==> config.mk <==
export PLATFORM = sky130hd
export DESIGN_NAME = bitmask_index_encoder
export DESIGN_NICKNAME = d
export VERILOG_FILES = /design/src/rtl/bitmask_index_encoder_pkg.sv /design/src/rtl/bitmask_index_encoder_lse.sv /design/src/rtl/bitmask_index_encoder.sv
export SDC_FILE = /design/constraint.sdc
export NUM_CORES = 1
export LEC_CHECK = 0
export CAP_MARGIN = 40
export CORE_ASPECT_RATIO = 2
export CORE_MARGIN = 5
export CORE_UTILIZATION = 56
export DETAILED_ROUTE_END_ITERATION = 8
export PLACE_DENSITY = 0.85
export SLEW_MARGIN = 20
export SYNTH_ARGS = -nofsm -noshare
export SYNTH_HDL_FRONTEND = slang
export SYNTH_SLANG_ARGS = --single-unit
==> constraint.sdc <==
create_clock -name CLK -period 3.7 [get_ports CLK]
set_input_delay 0.74 -clock CLK [delete_from_list [all_inputs] [get_ports CLK]]
set_output_delay 0.74 -clock CLK [all_outputs]
set_load 0.005 [all_outputs]
==> src/rtl/bitmask_index_encoder_pkg.sv <==
// Shared constants for the bitmask index encoder.
// FSM encoding and default mask/index widths.
package bitmask_index_encoder_pkg;

  localparam int N_DEF  = 32;
  localparam int IW_DEF = 5;

  typedef enum logic [1:0] {
    S_IDLE = 2'b00,
    S_EMIT = 2'b01,
    S_DONE = 2'b10
  } state_t;

endpackage

==> src/rtl/bitmask_index_encoder_lse.sv <==
// Lowest-set-bit encoder built as a tree of 2:1 priority stages.
// Each stage prefers its low half; the chosen side sets one index bit.
module lowest_set_encoder #(
  parameter int N  = 32,
  parameter int IW = 5
) (
  input  logic [N-1:0]  PEND,
  output logic [IW-1:0] IDX,
  output logic          ANY,
  output logic [N-1:0]  ONEHOT
);

  genvar l, n;

  for (l = 0; l <= IW; l++) begin : lvl
    localparam int W = N >> l;
    logic [W-1:0]  any_v;
    logic [IW-1:0] idx_v [W];

    if (l == 0) begin : leaf
      assign any_v = PEND;
      for (n = 0; n < W; n++) begin : z
        assign idx_v[n] = '0;
      end
    end else begin : node
      localparam logic [IW-1:0] BITV = IW'(1 << (l - 1));
      for (n = 0; n < W; n++) begin : pair
        assign any_v[n] = lvl[l-1].any_v[2*n]
                        | lvl[l-1].any_v[2*n+1];
        assign idx_v[n] = lvl[l-1].any_v[2*n]
                        ? lvl[l-1].idx_v[2*n]
                        : (lvl[l-1].idx_v[2*n+1] | BITV);
      end
    end
  end

  assign IDX    = lvl[IW].idx_v[0];
  assign ANY    = lvl[IW].any_v[0];
  assign ONEHOT = PEND & (~PEND + N'(1));

endmodule

==> src/rtl/bitmask_index_encoder.sv <==
// Sequential N-to-log2(N) encoder: emits set-bit indices lowest first,
// one per valid/ready transfer, clearing each bit as it is consumed.
module bitmask_index_encoder
  import bitmask_index_encoder_pkg::*;
#(
  parameter int N  = N_DEF,
  parameter int IW = IW_DEF
) (
  input  logic          CLK,
  input  logic          RESET,
  input  logic          LOAD,
  input  logic [N-1:0]  MASK,
  output logic          BUSY,
  output logic          VALID,
  output logic [IW-1:0] IDX,
  input  logic          READY,
  output logic          DONE,
  output logic [IW:0]   COUNT
);

  state_t        state;
  state_t        nxt;
  logic [N-1:0]  pend;
  logic [IW:0]   count;
  logic [IW-1:0] enc_idx;
  logic          enc_any;
  logic [N-1:0]  enc_oh;
  logic          last;

  lowest_set_encoder #(
    .N  (N),
    .IW (IW)
  ) u_lse (
    .PEND   (pend),
    .IDX    (enc_idx),
    .ANY    (enc_any),
    .ONEHOT (enc_oh)
  );

  assign last = (pend & ~enc_oh) == '0;

  always_ff @(posedge CLK) begin
    if (RESET) state <= S_IDLE;
    else       state <= nxt;
  end

  always_comb begin
    nxt = state;
    unique case (state)
      S_IDLE: begin
        if (LOAD) nxt = (MASK != '0) ? S_EMIT : S_DONE;
      end
      S_EMIT: begin
        if (READY && last) nxt = S_DONE;
      end
      S_DONE:  nxt = S_IDLE;
      default: nxt = S_IDLE;
    endcase
  end

  always_ff @(posedge CLK) begin
    if (RESET) begin
      pend  <= '0;
      count <= '0;
    end else begin
      unique case (state)
        S_IDLE: begin
          if (LOAD) begin
            pend  <= MASK;
            count <= '0;
          end
        end
        S_EMIT: begin
          if (READY) begin
            pend  <= pend & ~enc_oh;
            count <= count + {{IW{1'b0}}, 1'b1};
          end
        end
        default: pend <= '0;
      endcase
    end
  end

  always_comb begin
    BUSY  = 1'b0;
    VALID = 1'b0;
    DONE  = 1'b0;
    IDX   = '0;
    unique case (state)
      S_EMIT: begin
        BUSY  = 1'b1;
        VALID = enc_any;
        IDX   = enc_idx;
      end
      S_DONE: begin
        BUSY = 1'b1;
        DONE = 1'b1;
      end
      default: ;
    endcase
  end

  assign COUNT = count;

endmodule
==> impl_metrics.csv <==
group,metric,value,unit
synth,synth_top_area_share,0.3083,
synth,synthFlopType,"sky130_fd_sc_hd__dfxtp_1",
final_layout,final_area,3253,um2
floorplan,floorplan.die.width,58.16,um
grt,grt_start_max_net_pins,39,
placed_design,placed_cells,454,
synth,postSynthCellCount,358,
synth,synthesis.area,2597,um2
final_layout,fill_cells,404,
job,maximum_capacitance_violations,0,
sta,skew,0.008168,ns
drt,drt_iter0_markers,183,
pwr,p_clk_frac,0.114,
pwr,power_density,818.3,nW/um2
drt,drtAntennaViolNets,0,
setup_path,critPathRequiredTime,2.96,ns
final_layout,final-instance-count-excl-fill,462,
synth,syn_avg_cell_area,7.256,um2
grt,grt_first_pass_wirelength,14470,um
status,outcome,"finished, final reports clean",
pwr,seq_power_share,0.282,
clock_tree,cts_hold_buffers,0,
clock_tree,cts_repair_resize_count,0,
pwr,swShare,0.4982,
clock_tree,cts_buffer_depth,2,
drt,route.detailed.drc,0,
sta,finalSetupTns,0,ns
floorplan,placementRows,35,
clock_tree,cts_setup_buffers,0,
pwr,power_switching,1.326,mW
setup_path,cpLargestDelayFamily,"simple AND/OR/NAND/NOR gates",
synth,synth_largest_area_cell,"sky130_fd_sc_hd__dfxtp_1",
floorplan,die-height,106.3,um
pwr,power_frac_comb,0.604,
min_path,min_path_type,"reg2reg",
synth,synth.most_common_cell,"sky130_fd_sc_hd__nor2_1",
clock_tree,tritoncts,"built",
synth,ys_seq_elements,40,
sta,max-slew-margin-rel,0.5795,
final_layout,area_delta_synth_final,25.24,%
synth,synth_simple_gate_area_frac,0.3006,
sta,report.final.setup_viol,0,
synth,synth-warning-count,0,
final_layout,antenna_cells,0,
sta,rsz_0062_raised_after_global_routing,"no",
sta,report.final.slew_viol_count,0,
setup_path,cp_max_stage_cell,"sky130_fd_sc_hd__nor4_1",
synth,yosys-mux-area-fraction,0.003854,
setup_path,critical_path.cell_chain,"nor4_1 -> nand2_1 -> nor4_2 -> a31oi_1 -> clkdlybuf4s50_1",
clock_tree,clk-insertion-delay-late,0.29,ns
clock_tree,cts-root-buf,"sky130_fd_sc_hd__clkbuf_8",
final_layout,post_route_cells_drive_above_1_share,0.07862,
setup_path,worst-path-buf-inv,1,
synth,synth_seq_area_share,0.3083,
pwr,p_int,1.336,mW
floorplan,initial_core_util,0.5703,
synth,synthArstFlopShare,0,
synth,synth_top_family_by_area,"compound AO/OA/AOI/OAI gates",
synth,post_synth_num_cell_types,54,
clock_tree,numCtsBuffers,5,
pwr,vdd_ir_drop_max,575.2,uV
final_layout,nNetsFinal,446,
grt,globalRoute.totalOverflow,0,
setup_path,critical_path.startpoint_type,"flip-flop",
sta,worst-slew-pin-transition,0.6226,ns
sta,layout_worst_path_cycle_share,0.8853,
floorplan,floorplan.die_area,6183,um2
drt,detail_route.wirelength,9204,um
synth,synth_fp_nets,398,
synth,synthesized_area_fraction_occupied_by_xor_and_xnor_cells,0.01349,
synth,most_used_standard_cells_in_the_synthesized_netlist,"65 x sky130_fd_sc_hd__nor2_1, 40 x sky130_fd_sc_hd__dfxtp_1, 36 x sky130_fd_sc_hd__a21oi_1",
setup_path,critical_path.endpoint_type,"primary output",
sta,finalHoldViolCount,0,
clock_tree,clock_sink_count,40,
synth,synthAdderAreaFrac,0.02312,
setup_path,cpPeakStageDelay,0.54,ns
grt,first_global_vias,2994,
drt,vias,3019,
setup_path,crit_arrival,2.54,ns
clock_tree,post_cts_clock_slew_at_the_launch_and_capture_registers_of_the_worst_setup_and_hold_paths,0.08,ns
drt,detail_route.wl_per_cell,19.92,um
placed_design,portBuffers,49,
placed_design,routabilityCongestion,0.9652,
grt,grt_antenna_before_repair,0,
setup_path,critPathKind,"reg2out",
synth,synth_compound_gate_area_share,0.3030,
drt,firstDrtPassIters,5,
grt,grt_util_all_layers,0.3061,
synth,yosys-top-cells-area,"sky130_fd_sc_hd__dfxtp_1 31%, sky130_fd_sc_hd__nor2_1 9.4%, sky130_fd_sc_hd__a21oi_1 6.9%",
drt,viasPerCell,6.535,
placed_design,detailedPlacementHpwl,7109,um
synth,synth_enable_flop_cells,0,
floorplan,top_level_ports,50,
floorplan,floorplan.core_area,4554,um2
sta,fmaxAchievable,305.3,MHz
clock_tree,h-tree-depth,2,
sta,finalCriticalPeriod,3.276,ns
setup_path,critPathMaxFanout,7,
placed_design,placed_area,3161,um2
pwr,total_leakage_power,1.179,nW
==> worst register-to-register path: cells and delay by family (launching register included) <==
family	cells	cell delay (ns)
compound gates	4	1.30
simple gates	3	0.98
flops	1	0.41
==> registers in the layout (all words and copies together) (netlist names) <==
signal,count
COUNT,6
pend,32
state,2
==> area by class of cell <==
class	instances	area [um2]	share of cell area
flip-flops and latches	40	800.8	0.2462
clock buffers	6	82.58	0.02538
well taps	55	68.82	0.02115
inverters	16	60.06	0.01846
clock inverters	2	10.01	0.003077
repair buffers	58	558.0	0.1715
multi-input cells	285	1673	0.5142
==> per-layer routing <==
layer,GRT usage,vias up,part of all wire
met3,0.03645,55,0.058
met2,0.5494,163,0.53
met1,0.3031,1389,0.33
li1,-,1412,-
met5,0,-,0
met4,0.2355,0,0.082
==> power by group through the flow <==
stage / Sequential, mW / Clock (mW) / Combinational [mW]
2_1_floorplan: 0.673 / 0 / 1.13
3_3_place_gp: 0.750 / 0 / 1.57
3_5_place_dp: 0.751 / 0 / 1.58
4_1_cts: 0.741 / 0.307 / 1.58
5_1_grt: 0.766 / 0.324 / 1.76
6_report: 0.750 / 0.303 / 1.61
==> final timing paths <==
check	startpoint	to	slack (ns)	cells after the start
hold reg to reg	state[0]	state[0]	0.52	2
setup reg to reg	pend[7]	state[1]	0.93	7
setup / recovery	pend[17]	VALID	0.42	5
hold / removal	state[0]	state[0]	0.52	2
==> through the flow <==
stage | util | hold slack, ns | setup slack (ns) | total power, mW
finish | 0.7143 | 0.5183 | 0.4243 | 2.662
global route | 0.7143 | 0.5597 | 0.1661 | 2.851
CTS | 0.7143 | 0.5250 | 0.4628 | 2.632
detailed placement | 0.6940 | 0.5033 | 0.7847 | 2.326
global placement | 0.6940 | 0.4878 | 0.7682 | 2.316
floorplan | - | 0.4696 | 1.259 | 1.800
==> kinds of logic (layout without fill, tap and decap cells) <==
logic type | after synthesis | count (layout)
compound gates | 124 | 124
buf+inv | 33 | 82
xor+xnor | 4 | 4
mux | 1 | 1
fa+ha+maj | 5 | 5
flops | 40 | 40
simple gates | 151 | 151
==> cell usage in the layout, fill, tap and decap left out, types with 3 or more instances in the layout <==
cell type / netlist / routed
sky130_fd_sc_hd__a31oi_1: 9 / 9
sky130_fd_sc_hd__o21bai_1: 3 / 3
sky130_fd_sc_hd__clkbuf_8: 0 / 6
sky130_fd_sc_hd__o21ai_1: 4 / 4
sky130_fd_sc_hd__nand2b_1: 3 / 3
sky130_fd_sc_hd__nand3_1: 7 / 7
sky130_fd_sc_hd__dfxtp_1: 40 / 40
sky130_fd_sc_hd__o31ai_1: 4 / 4
sky130_fd_sc_hd__nor3_1: 6 / 6
sky130_fd_sc_hd__nand2_1: 27 / 27
sky130_fd_sc_hd__nor4_4: 3 / 3
sky130_fd_sc_hd__nor2b_1: 3 / 3
sky130_fd_sc_hd__nor2_1: 65 / 65
sky130_fd_sc_hd__clkdlybuf4s50_1: 0 / 49
sky130_fd_sc_hd__xor2_1: 3 / 3
sky130_fd_sc_hd__nand4_1: 5 / 5
sky130_fd_sc_hd__a21oi_1: 36 / 36
sky130_fd_sc_hd__o41ai_1: 3 / 3
sky130_fd_sc_hd__o21ai_0: 27 / 27
sky130_fd_sc_hd__buf_4: 0 / 9
sky130_fd_sc_hd__a22oi_1: 16 / 16
sky130_fd_sc_hd__nor4_1: 15 / 15
sky130_fd_sc_hd__inv_1: 16 / 16
sky130_fd_sc_hd__ha_1: 4 / 4
(Power assumes the default switching activity.)
